==> src/rtl/acc_cpu_core.sv <==
// Single-clock accumulator processor: fetch/decode/execute FSM, shared program/data
// memory and a step-rate tick that gates every architectural update.
module acc_cpu_core #(
    parameter int DATA_W   = 8,
    parameter int ADDR_W   = 5,
    parameter int STEP_DIV = 1
) (
    input  logic              clock,
    input  logic              reset,
    input  logic              enter,
    input  logic [DATA_W-1:0] Nin,
    input  logic              prog_we,
    input  logic [ADDR_W-1:0] prog_addr,
    input  logic [DATA_W-1:0] prog_data,
    output logic              halt,
    output logic [DATA_W-1:0] Nout,
    output logic [2:0]        IR75out,
    output logic [3:0]        StateNoout,
    output logic [ADDR_W-1:0] pc_out,
    output logic              Aeq0,
    output logic              Apos,
    output logic              ovf
);
    localparam int DEPTH = 2 ** ADDR_W;
    localparam int CNT_W = (STEP_DIV > 1) ? $clog2(STEP_DIV) : 1;
    localparam int MSB   = DATA_W - 1;

    localparam logic [2:0] OP_LOAD  = 3'b000;
    localparam logic [2:0] OP_STORE = 3'b001;
    localparam logic [2:0] OP_ADD   = 3'b010;
    localparam logic [2:0] OP_SUB   = 3'b011;
    localparam logic [2:0] OP_IN    = 3'b100;
    localparam logic [2:0] OP_JZ    = 3'b101;
    localparam logic [2:0] OP_JPOS  = 3'b110;
    localparam logic [2:0] OP_HALT  = 3'b111;

    typedef enum logic [3:0] {
        S_IDLE   = 4'd0,
        S_FETCH  = 4'd1,
        S_DECODE = 4'd2,
        S_EXEC   = 4'd3,
        S_INWAIT = 4'd4,
        S_HALT   = 4'd5
    } state_t;

    state_t            state;
    logic [DATA_W-1:0] acc;
    logic [DATA_W-1:0] ir;
    logic [ADDR_W-1:0] pc;
    logic [CNT_W-1:0]  step_cnt;
    logic              tick;
    logic              enter_q;
    logic              pending;
    logic              enter_edge;
    logic              go;
    logic [DATA_W-1:0] mem [DEPTH];

    logic [2:0]        opcode;
    logic [ADDR_W-1:0] ir_addr;
    logic [DATA_W-1:0] opnd;
    logic [DATA_W-1:0] sum;
    logic [DATA_W-1:0] diff;
    logic              add_ovf;
    logic              sub_ovf;
    logic              prog_ok;
    logic              store_now;

    assign tick       = (step_cnt == CNT_W'(STEP_DIV - 1));
    assign enter_edge = enter & ~enter_q;
    // An edge arriving on the tick clock itself is consumed immediately.
    assign go         = pending | enter_edge;

    assign opcode  = ir[DATA_W-1 -: 3];
    assign ir_addr = ir[ADDR_W-1:0];
    assign opnd    = mem[ir_addr];
    assign sum     = acc + opnd;
    assign diff    = acc - opnd;
    assign add_ovf = (acc[MSB] == opnd[MSB]) && (sum[MSB] != acc[MSB]);
    assign sub_ovf = (acc[MSB] != opnd[MSB]) && (diff[MSB] != acc[MSB]);

    assign prog_ok   = prog_we && ((state == S_IDLE) || (state == S_HALT));
    assign store_now = tick && (state == S_EXEC) && (opcode == OP_STORE);

    assign halt       = (state == S_HALT);
    assign Nout       = acc;
    assign IR75out    = opcode;
    assign StateNoout = state;
    assign pc_out     = pc;
    assign Aeq0       = (acc == '0);
    assign Apos       = (acc != '0) && !acc[MSB];

    always_ff @(posedge clock or negedge reset) begin
        if (!reset) begin
            step_cnt <= '0;
            enter_q  <= 1'b0;
            pending  <= 1'b0;
        end else begin
            step_cnt <= tick ? '0 : step_cnt + CNT_W'(1);
            enter_q  <= enter;
            if (tick)
                pending <= 1'b0;
            else if (enter_edge)
                pending <= 1'b1;
        end
    end

    // Contents survive reset so a loaded program reruns on the next enter.
    always_ff @(posedge clock) begin
        if (prog_ok)
            mem[prog_addr] <= prog_data;
        else if (store_now)
            mem[ir_addr] <= acc;
    end

    always_ff @(posedge clock or negedge reset) begin
        if (!reset) begin
            state <= S_IDLE;
            pc    <= '0;
            acc   <= '0;
            ir    <= '0;
            ovf   <= 1'b0;
        end else if (tick) begin
            case (state)
                S_IDLE: begin
                    if (go) begin
                        ovf   <= 1'b0;
                        state <= S_FETCH;
                    end
                end
                S_FETCH: begin
                    ir    <= mem[pc];
                    pc    <= pc + ADDR_W'(1);
                    state <= S_DECODE;
                end
                S_DECODE: begin
                    if (opcode == OP_IN)
                        state <= S_INWAIT;
                    else if (opcode == OP_HALT)
                        state <= S_HALT;
                    else
                        state <= S_EXEC;
                end
                S_EXEC: begin
                    case (opcode)
                        OP_LOAD: acc <= opnd;
                        OP_ADD: begin
                            acc <= sum;
                            if (add_ovf) ovf <= 1'b1;
                        end
                        OP_SUB: begin
                            acc <= diff;
                            if (sub_ovf) ovf <= 1'b1;
                        end
                        OP_JZ:   if (Aeq0) pc <= ir_addr;
                        OP_JPOS: if (Apos) pc <= ir_addr;
                        default: ;
                    endcase
                    state <= S_FETCH;
                end
                S_INWAIT: begin
                    if (go) begin
                        acc   <= Nin;
                        state <= S_FETCH;
                    end
                end
                S_HALT: begin
                    if (go) begin
                        pc    <= '0;
                        state <= S_IDLE;
                    end
                end
                default: state <= S_IDLE;
            endcase
        end
    end
endmodule

==> config.mk <==
export PLATFORM = sky130hd
export DESIGN_NAME = acc_cpu_core
export DESIGN_NICKNAME = d
export VERILOG_FILES = /design/src/rtl/acc_cpu_core.sv
export SDC_FILE = /design/constraint.sdc
export NUM_CORES = 1
export LEC_CHECK = 0
export ABC_AREA = 1
export CAP_MARGIN = 20
export CORE_ASPECT_RATIO = 1.5
export CORE_MARGIN = 2
export CORE_UTILIZATION = 57
export CTS_BUF_LIST = sky130_fd_sc_hd__clkbuf_16
export CTS_CLUSTER_DIAMETER = 100
export DETAILED_ROUTE_END_ITERATION = 6
export PLACE_DENSITY = 0.75
export SYNTH_ARGS = -nofsm -noshare
export SYNTH_HDL_FRONTEND = slang
export SYNTH_SLANG_ARGS = --single-unit
==> constraint.sdc <==
create_clock -name clock -period 5.35 [get_ports clock]
set_input_delay 1.07 -clock clock [delete_from_list [all_inputs] [get_ports clock]]
set_output_delay 1.07 -clock clock [all_outputs]
set_load 0.02 [all_outputs]
-- Word level (Yosys, flattened, before mapping)
Memory sizes are Yosys's and may differ from the RTL's. A register that Yosys moved wholly into a read port is not among the register bits.
Cells that the tools add are included.
- flip-flop bits (word level): 21
- memory bits (writable): 256
- input bits: 25
- output and inout bits: 24
- word-level logic and storage cells: 96
- memories: 1
- add/sub/neg operators: 4
- equal/unequal tests: 28
- muxes and demuxes: 29
- bitwise gates (word level): 4
- reduce and logical (&&, ||, !) cells: 23
- memories (name ; words ; bits a word ; read ports ; clocked after Yosys merged registers in ; wr ports ; line ; text):
    mem ; 32 ; 8 ; 2 ; 1 ; 1 ; 56 ; logic [DATA_W-1:0] mem [DEPTH];
- operators by type and width (cell ; count):
    one-hot mux 8 bit (3 select lines) ; 1
    two-way mux 5 bit ; 4
    one-hot mux 4 bit (5 select lines) ; 1
    two-way mux 8 bit ; 2
    one-hot mux 8 bit (2 select lines) ; 1
    one-hot mux 5 bit (3 select lines) ; 1
    equality test 3 bit (second input constant) ; 4
    two-way mux 1 bit ; 12
    != test 3 bit (second input constant) ; 4
    AND reduction 6 bit ; 2
    one-hot mux 5 bit (2 select lines) ; 1
    adder 8 bit ; 1
    equality test 4 x 2 -> 1 bit (second input constant) ; 2
    equality test 4 x 3 -> 1 bit (second input constant) ; 2
    zero test 8 bit ; 1
    two-way mux 4 bit ; 2
    nonzero test 8 bit ; 1
    OR reduction 8 bit ; 1
    subtractor 8 bit ; 1
    equality test 3 x 2 -> 1 bit (second input constant) ; 2
    logical AND 1 bit ; 6
    two-way mux 3 bit ; 2
    != test 2 x 1 -> 1 bit (second input constant) ; 3
    != test 3 x 1 -> 1 bit (second input constant) ; 2
    other kinds (22) ; 29

-- Longest topological paths before layout
Gate-level depths: netlist of run 1.
- word-level depth: 8
- gate-level depth with buffers: 26
- gate-level depth less buffers: 23

-- Worst setup path after synthesis of run 1
OpenSTA, ideal clock, no wires.
- path kind: reg2reg
- from: register state[1] (netlist: StateNoout[1])
- to: memory mem[0][0], data pin
- library setup time: 0.454 ns
- arrival: 2.728 ns
- required time: 4.896 ns
- path slack: 2.168 ns
- cell stages (with the launch flop): 7
- path buffers: 2
- period minus slack after synthesis: 3.182 ns
- cells stage by stage: dfrtp_1 inv_2 nor3_4 nand3_4 buf_6 clkbuf_1 o21ai_0
- word-level cells in the longest chain between the ends: 8
- elaborated cells on any way between the ends: 12
- classes of those cells: 2 x eq/ne; 4 x mux; 6 x reduce/logical
- ends and longest elaborated chain (item ; line ; text):
    start: declaration ; 46 ; state_t state;
    start signal: assignment ; 117 ; state <= S_IDLE;
    start signal: assignment ; 127 ; state <= S_FETCH;
    start signal: assignment ; 133 ; state <= S_DECODE;
    equality test 4 x 2 -> 1 bit ; 82 ; assign store_now = tick && (state == S_EXEC) && (opcode == OP_STORE);
    logical AND 1 bit (2 in a row) ; 82 ;
    two-way mux 1 bit ; 111 ; else if (store_now)
    two-way mux 1 bit (*) ; 109 ; if (prog_ok)
    two-way mux 1 bit (implied by the code) (*) ; 112 ; mem[ir_addr] <= acc;
    OR reduction 8 bit (no line) (*) ; -- ;
    two-way mux 8 bit (no line) (*) ; -- ;
    end: declaration ; 56 ;
Mark *: on every way between the ends. The rest lies on a longest branch, timed or not.

-- Worst setup path in the final report of run 1
- from: register ir[0], read port of mem
- to: register ovf
- word-level cells in the longest chain between the ends: 6
- elaborated cells on any way between the ends: 12
- classes of those cells: 2 x add/sub; 6 x eq/ne; 3 x reduce/logical; 1 x memory
- ends and longest elaborated chain (item ; line ; text):
    start: declaration ; 48 ; logic [DATA_W-1:0] ir;
    memory read (32 x 8 bit) (*) ; -- ;
    subtractor 8 bit or adder 8 bit (tied branches) ; 77, 76 ;
    != test 1 bit, on equally long branches ; 79, 78 ;
    logical AND 1 bit, on equally long branches ; 79, 78 ;
    != test 3 bit (no line) ; -- ;
    AND reduction 6 bit (no line) (*) ; -- ;
    end signal: assignment ; 121 ; ovf <= 1'b0;
    end signal: assignment ; 126 ; ovf <= 1'b0;
    end signal: assignment ; 148 ; if (add_ovf) ovf <= 1'b1;
    end: declaration ; 22 ; output logic ovf
Marks and branches as above.
A chain may end at the register's enable or synchronous reset.

==> metrics, run 1 <==
outcome finished clean; num rows 72; largest family of logic cells by synthesized area compound AO/OA/AOI/OAI gates; Worst-path clk slew 0.07 ns; largest net degree at the start of global routing 99; Port-buffer cells 47; minimum clock period 4.55 ns; crit path kind flip-flop to flip-flop; clock sinks 282; core area 0.0257 mm²; RSZ-0062 raised after global routing no; Skew-Pair Late Insertion Delay 0.55 ns; maximum vdd drop 0.586 mV; leakage power 5.72 nW; CP Max Fanout 98; register area share after synthesis 56.4%; FF-to-FF path depth 17; count of pins over their slew limit 0; post-route total power 9.72 mW; RR Startpoint ir[0]$_DFFE_PN0N_; first-pass GRT wire length 69100 µm; # Post-CTS Setup Buffers 0; Die ar. 0.0273 mm²; worst flop-to-flop path endpoint ovf$_DFFE_PN0P_; GRT Total Usage 33.6%; hpwl dp 28600 µm; reg2reg setup slack 0.80 ns; Clock Path Buffers 3; syn_nets 1637; Num CTS Buffers 26; DIE WIDTH 135 µm; gp weighted congestion 0.965; clock root buffer clkbuf_16; multi-input logic area 0.00563 mm²; setup TNS 0 ns; antenna-violating nets left 0; final worst path period share 85.1%; final setup violating endpoints 0; Synth Area in XOR/XNOR 0.178%; Hold EP ovf$_DFFE_PN0P_; HP Class flip-flop to flip-flop; vias in the first global route 12200; Fin Hold WS 0.542 ns; Synth Area in Compound Gates 18.5%; layout overhead on the synthesized area 9.58%; DR vias 12700; skew final 0.00939 ns; H-tree lvl count 1; crit start category flip-flop; placed insts 1881; CTS tree done; Worst-Margin Slew 1.13 ns; Remaining DRCs 0; max_slew headroom 24.3%; WL/cell 23.7 µm; post-synthesis cell count 1594; share of cells above drive strength 1 5.82%; FMAX 220 MHz; Final nets 1620; DRT Pass-1 Iters 7; Fillers 2075; Post-Syn Area 0.0148 mm²; Non-Filler Instances 1931; die height 201 µm; hold_buf cts 0; register area 0.00835 mm²; CP Capture Type flip-flop; WL final 45700 µm; # IOs 49; CTS resizes 0; most frequent cells in the layout nor2_1, o21ai_0, edfxtp_1; Max Cap Viol 0; WP data arrival 5.03 ns; hold path depth 2; min-delay src ovf$_DFFE_PN0P_; number of distinct library cells after synthesis 46; Avg Inst Size Synth 9.27 µm²; PwrDens 600 mW/mm²; Avg Vias per Cell 6.58; Starting Density 57.6%; mux contribution to synthesized area 0.229%; Post-Synth Adder-Cell Area 1.63%; Synth Register Bits 282; DR iter-0 viols 1704; yosys warns 0; most common cell after layout, fill and taps aside nor2_1; antenna violations before repair 1; Synth Area in Simple Gates 17.3%; Critical Path RT 5.83 ns; endpoints failing hold 0; total gr overflow 0
-- routing by layer --
metal  share of wire, %  track usage [%]  up-vias  routed length (µm)
li1                   -                -     5656                   -
met1                 34             39.8     5947               15700
met2                 47             53.3      890               21400
met3                9.6             5.52      216                4390
met4                9.1             28.0        0                4180
met5                  0                0        -                   0
-- flip-flops by register name, summed over array words and instances (netlist names) --
signal / count
ir: 8
Nout: 8
StateNoout: 3
mem: 256
ovf: 1
enter_q: 1
pc_out: 5
-- worst max-delay path, stage by stage, from the launching register on --
cell     delay (ns)
dfrtp_4        0.78
inv_4          0.50
o21ai_0        0.34
o22ai_1        0.11
o21ai_0        0.59
nand3_1        0.34
nand2_1        0.25
inv_1          0.08
ha_1           0.23
a21oi_1        0.20
nand2_1        0.07
a31oi_1        0.35
inv_1          0.15
nor2_1         0.14
nor2_1         0.05
nand2_1        0.06
nand3_1        0.07
a21oi_1        0.13
-- cells in the mapped netlist (all sizes together) --
| library cell | count | area share, % |
|---|---|---|
| nand4 | 2 | 0.085 |
| edfxtp | 256 | 52 |
| inv | 77 | 2.0 |
| a21boi | 2 | 0.10 |
| or2 | 3 | 0.13 |
| mux2 | 3 | 0.23 |
| xor2 | 2 | 0.12 |
| o32ai | 1 | 0.059 |
| nand2 | 184 | 4.7 |
| ha | 16 | 1.4 |
| dfrtp | 26 | 4.4 |
| nor2 | 292 | 7.5 |
| nor3 | 6 | 0.28 |
| nand3b | 5 | 0.25 |
| a31oi | 3 | 0.13 |
| clkbuf | 64 | 1.6 |
| and2 | 1 | 0.042 |
| conb | 1 | 0.025 |
| buf | 46 | 2.0 |
| o22ai | 46 | 1.9 |
| o21ai | 287 | 9.8 |
| fa | 2 | 0.27 |
| xnor2 | 1 | 0.059 |
| a32oi | 1 | 0.059 |
| clkinv | 6 | 0.15 |
| nand3 | 120 | 4.3 |
| nor4 | 1 | 0.042 |
| a22oi | 1 | 0.051 |
| a21oi | 71 | 2.4 |
| o21a | 1 | 0.051 |
| o211ai | 16 | 0.85 |
| o221ai | 51 | 3.0 |
-- logic make-up after synthesis --
logic type / count (synthesis)
and+or+nand+nor: 614
muxes: 3
xor gates and xnor gates: 3
DFF: 282
AOI/OAI and AO/OA: 480
adders and majority gates: 18
buffers and inverters: 193
other: 1
-- report_power, final --
group,switching (mW),internal [mW]
Clock,0.811,1.06
Sequential,0.344,2.58
Combinational,3.45,1.47
Total,4.61,5.11
-- how the worst max path moves through the flow --
stage                               from             endpoint  slack [ns]  cells after the start
2_1_floorplan  StateNoout[1]$_DFFE_PN0P_  mem[0][0]$_DFFE_PP_        2.17                      6
4_1_cts                ir[0]$_DFFE_PN0N_      ovf$_DFFE_PN0P_        1.01                     17
3_3_place_gp           ir[0]$_DFFE_PN0N_  Nout[5]$_DFFE_PN0P_        1.11                     20
3_5_place_dp           ir[0]$_DFFE_PN0N_      ovf$_DFFE_PN0P_        1.02                     17
5_1_grt                ir[0]$_DFFE_PN0N_  Nout[5]$_DFFE_PN0P_        0.41                     20
6_report               ir[0]$_DFFE_PN0N_      ovf$_DFFE_PN0P_        0.80                     17
-- area by class of cell --
class	instances	area share, %
clock buffers	27	4.17
multi-input cells	1119	34.8
clock inverters	21	1.11
repair buffers	65	3.86
flip-flops and latches	282	51.5
well taps	333	2.57
inverters	83	1.95
diodes	1	0.0155
-- through the flow --
stage | util [%] | setup WS, ns | cell area [µm²]
CTS | 63.0 | 1.01 | 16200
finish | 63.1 | 0.796 | 16200
floorplan | - | 2.17 | 14800
global route | 63.1 | 0.409 | 16200
global placement | 59.7 | 1.11 | 15300
detailed placement | 59.7 | 1.02 | 15300
Power figures use the tool's default switching activity.
==> inputs of run 2 (changes only) <==
--- a/config.mk
+++ b/config.mk
@@ -9,11 +9,11 @@
 export CAP_MARGIN = 20
 export CORE_ASPECT_RATIO = 1.5
 export CORE_MARGIN = 2
-export CORE_UTILIZATION = 57
+export CORE_UTILIZATION = 56
 export CTS_BUF_LIST = sky130_fd_sc_hd__clkbuf_16
 export CTS_CLUSTER_DIAMETER = 100
 export DETAILED_ROUTE_END_ITERATION = 6
-export PLACE_DENSITY = 0.75
+export PLACE_DENSITY = 0.77
 export SYNTH_ARGS = -nofsm -noshare
 export SYNTH_HDL_FRONTEND = slang
 export SYNTH_SLANG_ARGS = --single-unit
==> constraint.sdc (replaced) <==
create_clock -name clock -period 3.95 [get_ports clock]
set_input_delay 0.79 -clock clock [delete_from_list [all_inputs] [get_ports clock]]
set_output_delay 0.79 -clock clock [all_outputs]
set_load 0.02 [all_outputs]
==> run 2 against run 1 <==
Largest cell class unchanged; largest power group unchanged; cell count grew 2.5%; non-clock buffer count grew 50; wire length grew 3.3%; critical path depth grew 3; clock-buffer cell count is the same; the flow now finishes with violations (design-rule violations); critical path type unchanged.
==> metrics, run 2 (synthesis results as in run 1) <==
Fillers 2000 (-3.6%); count of pins over their slew limit 0 (unchanged); Avg Vias per Cell 6.69 (+1.7%); final setup violating endpoints 0 (unchanged); most frequent cells in the layout nor2_1, o21ai_0, edfxtp_1; Clock Path Buffers 3 (unchanged); Psw 6.37 mW (+38%); sequential share of power 28.2% (-1.9 points); HP Class primary input to async pin; Worst-path clk slew 0.07 ns (about the same); hold_buf cts 0 (unchanged); antenna-violating nets left 0 (unchanged); multi-input logic area 0.00561 mm² (-0.36%); WP data arrival 4.21 ns (-0.82 ns); max_slew headroom 36.9% (+13 points); core area 0.0259 mm² (+0.70%); final worst path period share 95.4% (+10 points); share of cells above drive strength 1 9.05% (+3.2 points); CTS resizes 0 (unchanged); register area 0.00835 mm² (unchanged); crit start category flip-flop; DIE WIDTH 137 µm (+0.86%); Power Internal 7.31 mW (+43%); # Post-CTS Setup Buffers 0 (unchanged); crit path kind flip-flop to flip-flop; DRT Pass-1 Iters 7 (unchanged); Remaining DRCs 1 (+1); minimum clock period 3.77 ns (-0.786 ns); skew final 0.0138 ns (+0.00440 ns); Critical Path RT 4.39 ns (-1.44 ns); max incr delay on CP 0.49 ns (-0.29 ns); Final nets 1671 (+3.1%); vias in the first global route 12700 (+4.2%); GRT Total Usage 33.9% (+0.24 points); Crit path top cell by count nand2_1; Worst-Margin Slew 0.946 ns (-0.185 ns); post-route setup slack 0.182 ns (-0.614 ns); RSZ-0062 raised after global routing yes; gp weighted congestion 0.983 (+1.8%); clock sinks 282 (unchanged); first-pass GRT wire length 71100 µm (+2.9%); max FFs per register 256 (unchanged); FMAX 265 MHz (+21%); total gr overflow 0 (unchanged); die height 203 µm (+0.87%); CP Max Fanout 13 (-87%); Max Cap Viol 0 (unchanged); post-route total power 13.7 mW (+41%); switching share of total power 46.6% (-0.86 points); WL final 47200 µm (+3.3%); PwrDens 820 mW/mm² (+37%); CTS tree done; H-tree lvl count 1 (unchanged); Reg with most FFs mem; layout overhead on the synthesized area 12.9%; outcome complete, but fails checks; slowest CP cell dfrtp_2; crit path cell chain clkinv_2, buf_4, o21ai_0, o22ai_1, o21ai_0, nand3_1, nand2_1, inv_1, fa_1, a21oi_1, o21ai_0, nand2_1, a21oi_1, nor2_1, nand2_1, nand3_1, nand2_1, nand3b_1, nand2_1, nand2_1; Starting Density 57.2% (-0.40 points); maximum vdd drop 0.539 mV (-8.1%); clock root buffer clkbuf_16; leakage power 6.02 nW (+5.2%); share of total power in the clock network 20.3% (+1.0 points); largest net degree at the start of global routing 88 (-11%); DR iter-0 viols 1772 (+4.0%); antenna violations before repair 1 (unchanged); Port-buffer cells 47 (unchanged); DR vias 13200 (+4.2%); CP Capture Type flip-flop; combinational share of power 51.5% (+0.9 points); most common cell after layout, fill and taps aside nor2_1; hpwl dp 30200 µm (+5.5%); Num CTS Buffers 27 (+3.8%); failing checks design-rule violations; Die ar. 0.0277 mm² (+1.7%); WL/cell 23.9 µm (+0.74%); post-place setup slack 0.295 ns (-0.728 ns); # IOs 49 (unchanged); Skew-Pair Late Insertion Delay 0.55 ns (about the same); num rows 72 (unchanged); endpoints failing hold 0 (unchanged)
==> run 2: cell types whose count changed in the layout (fill, tap and decap cells not counted), moves of 2 or more <==
cell       change
buf_12         +2
buf_4         +45
buf_6          +2
bufinv_16      +3
clkinv_1       -3
clkinv_2       +2
inv_1          -3
o21ai_2        +3
o21ai_4        -3
==> run 2: routing by layer <==
| layer | share of wire (%) | track usage, % | vias up |
|---|---|---|---|
| met4 | 8.5 | 25.6 | 0 |
| met5 | 0 | 0 | - |
| met1 | 33 | 39.6 | 6229 |
| li1 | - | - | 5754 |
| met2 | 48 | 55.7 | 1040 |
| met3 | 11 | 5.07 | 224 |
==> run 2: layout make-up <==
class                      instances  share of cell area, %
clock buffer                      27                   4.05
multi-input combinational       1119                   33.6
clock inverter                    20                   1.61
tap                              333                   2.50
inverter                          83                   1.93
timing repair buffer             115                   6.24
sequential                       282                   50.0
antenna                            1                 0.0150
==> run 2: metrics by stage <==
step	hold WS, ns	std cells	cell area, µm²	util (%)	setup TNS, ns
floorplan	0.494	1594	14800	-	0
global placement	0.537	1929	15700	60.7	0
detailed placement	0.537	1929	15700	60.7	0
CTS	0.547	1976	16600	64.3	0
global route	0.484	1980	16700	64.5	-0.0620
finish	0.484	1980	16700	64.5	0
==> run 2: worst max-delay path: cells and delay by family, from the launching register on <==
family / cells / cell delay [ns]
simple gates: 10 / 1.10
fa+ha+maj: 1 / 0.42
buf+inv: 3 / 0.66
flops: 1 / 0.49
compound gates: 6 / 1.00
==> run 2: final timing paths <==
kind,from,end,slack [ns],depth (start not counted)
max in group asynchronous,reset,pc_out[0]$_DFFE_PN0P_,3.00,2
min in group clock,ovf$_DFFE_PN0P_,ovf$_DFFE_PN0P_,0.55,2
max,ir[1]$_DFFE_PN0N_,Nout[6]$_DFFE_PN0P_,0.18,20
max reg2reg,ir[1]$_DFFE_PN0N_,Nout[6]$_DFFE_PN0P_,0.18,20
min reg2reg,ovf$_DFFE_PN0P_,ovf$_DFFE_PN0P_,0.55,2
min,reset,StateNoout[2]$_DFFE_PN0P_,0.48,1
==> run 2: power by group through the flow <==
stage,Combinational (mW),Clock (mW),Sequential [mW]
global placement,6.57,0,3.89
CTS,6.76,2.78,3.83
floorplan,4.56,0,3.78
detailed placement,6.72,0,3.90
global route,7.53,2.90,3.87
finish,7.05,2.78,3.85
==> inputs of run 3 (changes only) <==
--- a/config.mk
+++ b/config.mk
@@ -6,14 +6,15 @@
 export NUM_CORES = 1
 export LEC_CHECK = 0
 export ABC_AREA = 1
+export ABC_CLOCK_PERIOD_IN_PS = 3950
 export CAP_MARGIN = 20
 export CORE_ASPECT_RATIO = 1.5
 export CORE_MARGIN = 2
-export CORE_UTILIZATION = 56
+export CORE_UTILIZATION = 40
 export CTS_BUF_LIST = sky130_fd_sc_hd__clkbuf_16
 export CTS_CLUSTER_DIAMETER = 100
 export DETAILED_ROUTE_END_ITERATION = 6
-export PLACE_DENSITY = 0.77
+export PLACE_DENSITY = 0.58
 export SYNTH_ARGS = -nofsm -noshare
 export SYNTH_HDL_FRONTEND = slang
 export SYNTH_SLANG_ARGS = --single-unit
==> run 3 against run 2 <==
The flow now finishes without violations; die area up 39%; critical path depth shrank 1; worst setup slack gained 0.10 ns; clock-buffer cell count grew 2; sequential share of layout area fell by 0.90 points; highest routed layer unchanged; global-route usage down 8.1 points; largest power group unchanged; worst hold slack improved by 0.059 ns; via count fell by 4.4%; first-iteration DRC count fell by 14%; wire length grew 5.4%; register-to-register slack improved by 0.10 ns; non-clock buffer count increased by 8.
==> metrics, run 3 (synthesis results as in run 1) <==
share of total power in the clock network 20.7% (+0.4 points); Crit path top cell by count nand2_1; Starting Density 40.4% (-17 points); slowest CP cell dfrtp_4; max_slew headroom 24.8% (-12 points); max incr delay on CP 0.52 ns (+0.03 ns); Clock Path Buffers 3 (unchanged); Port-buffer cells 47 (unchanged); sequential share of power 27.3% (-0.9 points); max FFs per register 256 (unchanged); hold path depth 2; maximum vdd drop 0.467 mV (-13%); DRT Pass-1 Iters 5 (-2); placed insts 2091 (+8.4%); Buf/Inv on CP 4 (+1); WL final 49800 µm (+5.4%); Remaining DRCs 0 (-1); hold_buf cts 0 (unchanged); clock root buffer clkbuf_16; core area 0.0366 mm² (+42%); HP Class flip-flop to flip-flop; crit path cell chain inv_4, buf_12, buf_6, o21ai_0, o221ai_1, nand3_1, o211ai_1, nand2_1, ha_1, o21ai_0, nand2_1, nand2_1, a31oi_1, inv_1, nor2_1, nor2_1, nand2_1, nand3_1, a21oi_1; Worst-Margin Slew 1.13 ns (+0.181 ns); Fillers 3436 (+72%); Post-Place Cell Area 0.0160 mm² (+2.1%); worst flop-to-flop path endpoint ovf$_DFFE_PN0P_; fin util 46.4% (-18 points); antenna violations before repair 0 (-1); Skew-Pair Late Insertion Delay 0.57 ns (+0.02 ns); Final nets 1680 (+0.54%); Critical Path RT 4.44 ns (+0.05 ns); crit path kind flip-flop to flip-flop; post-place setup slack 0.216 ns (-0.0785 ns); Power Internal 7.39 mW (+1.1%); PwrDens 813 mW/mm² (-0.83%); die height 239 µm (+18%); antenna-violating nets left 0 (unchanged); Psw 6.43 mW (+0.92%); leakage power 6.10 nW (+1.3%); combinational share of power 52.1% (+0.6 points); DIE WIDTH 161 µm (+18%); Final Cell Area 0.0170 mm² (+1.8%); hpwl dp 32900 µm (+9.2%); post-route total power 13.8 mW (+0.99%); RSZ-0062 raised after global routing no; vias in the first global route 12300 (-2.8%); gp weighted congestion 0.905 (-7.9%); layout overhead on the synthesized area 15.0%; H-tree lvl count 1 (unchanged); Max Cap Viol 0 (unchanged); skew final 0.0210 ns (+0.00723 ns); reg2reg setup slack 0.28 ns (+0.10 ns); DR iter-0 viols 1521 (-14%); most common cell after layout, fill and taps aside nor2_1; share of cells above drive strength 1 9.40% (+0.35 points); Reg with most FFs mem; DR vias 12700 (-4.4%); Fin Hold WS 0.543 ns (+0.0590 ns); RR Startpoint ir[0]$_DFFE_PN0N_; first-pass GRT wire length 75000 µm (+5.6%); crit start category flip-flop; switching share of total power 46.5% (about the same); Die ar. 0.0385 mm² (+39%); largest net degree at the start of global routing 71 (-19%); min-delay src ovf$_DFFE_PN0P_; Worst-path clk slew 0.07 ns (about the same); GRT Total Usage 25.8% (-8.1 points); Non-Filler Instances 2143 (+8.2%); total gr overflow 0 (unchanged); most frequent cells in the layout nor2_1, o21ai_0, edfxtp_1; Num CTS Buffers 28 (+3.7%); num rows 86 (+19%); outcome finished clean; count of pins over their slew limit 0 (unchanged); FMAX 273 MHz (+2.7%); WP data arrival 4.15 ns (-0.06 ns); Hold EP ovf$_DFFE_PN0P_; final worst path period share 92.8% (-2.6 points); final setup violating endpoints 0 (unchanged); Avg Vias per Cell 5.91 (-12%); CTS tree done; CP Max Fanout 30 (+17); CP Capture Type flip-flop; # IOs 49 (unchanged); # diodes 0 (-1); endpoints failing hold 0 (unchanged); minimum clock period 3.67 ns (-0.101 ns); Crit path max-delay family compound AO/OA/AOI/OAI gates; clock sinks 282 (unchanged); WL/cell 23.2 µm (-2.6%); setup TNS 0 ns (unchanged); post-route setup slack 0.283 ns (+0.101 ns); FF-to-FF path depth 19 (-5.0%)
run 3: changes by cell type in the layout (fill, tap and decap cells not counted), sizes merged, moves of 2 or more:
cell    delta
clkinv     -5
buf        +8
inv        +8
clkbuf     +2
run 3: final cells by class:
| class | instances | area [µm²] | area share (%) |
|---|---|---|---|
| clock buffer | 29 | 726 | 4.27 |
| clock inverter | 23 | 250 | 1.47 |
| inverter | 83 | 318 | 1.87 |
| multi-input combinational | 1119 | 5610 | 33.0 |
| sequential | 282 | 8350 | 49.1 |
| tap | 484 | 606 | 3.56 |
| timing repair buffer | 123 | 1130 | 6.66 |
run 3: worst reg2reg max path, cell delays in order (launching register included):
cell and delay, ns:
dfrtp_4 0.52, inv_4 0.16, buf_12 0.23, buf_6 0.28, o21ai_0 0.13, o221ai_1 0.21, nand3_1 0.18, o211ai_1 0.20
nand2_1 0.13, ha_1 0.41, o21ai_0 0.13, nand2_1 0.07, nand2_1 0.07, a31oi_1 0.35, inv_1 0.13, nor2_1 0.12
nor2_1 0.05, nand2_1 0.05, nand3_1 0.06, a21oi_1 0.12
run 3: power groups by stage:
stage	logic (mW)	clock network (mW)	registers [mW]
2_1_floorplan	4.56	0	3.78
3_3_place_gp	6.98	0	3.82
3_5_place_dp	7.07	0	3.82
4_1_cts	7.09	2.90	3.76
5_1_grt	7.83	3.01	3.79
6_report	7.20	2.85	3.77
run 3: routing by layer:
metal / track usage (%) / up-vias / wire [µm] / part of all wire, %
li1: - / 5774 / - / -
met1: 29.7 / 6127 / 17900 / 36
met2: 45.3 / 614 / 24800 / 50
met3: 2.37 / 145 / 3340 / 6.7
met4: 18.0 / 0 / 3710 / 7.5
met5: 0 / - / 0 / 0
run 3: repair_timing:
| action | in CTS | in global routing |
|---|---|---|
| setup endpoints to repair | 0 | 2 |
| buffers inserted | 0 | 0 |
| resized for setup | 0 | 4 |
run 3: how the worst max path moves through the flow:
| stage | from | end | cells after the start | slack [ns] |
|---|---|---|---|---|
| 6_report | ir[0]$_DFFE_PN0N_ | ovf$_DFFE_PN0P_ | 19 | 0.28 |
| 5_1_grt | ir[0]$_DFFE_PN0N_ | Nout[6]$_DFFE_PN0P_ | 21 | 0.007 |
| 4_1_cts | ir[1]$_DFFE_PN0N_ | ovf$_DFFE_PN0P_ | 19 | 0.21 |
| 3_5_place_dp | ir[1]$_DFFE_PN0N_ | ovf$_DFFE_PN0P_ | 19 | 0.22 |
| 3_3_place_gp | ir[1]$_DFFE_PN0N_ | ovf$_DFFE_PN0P_ | 19 | 0.24 |
| 2_1_floorplan | StateNoout[1]$_DFFE_PN0P_ | mem[0][0]$_DFFE_PP_ | 6 | 0.77 |
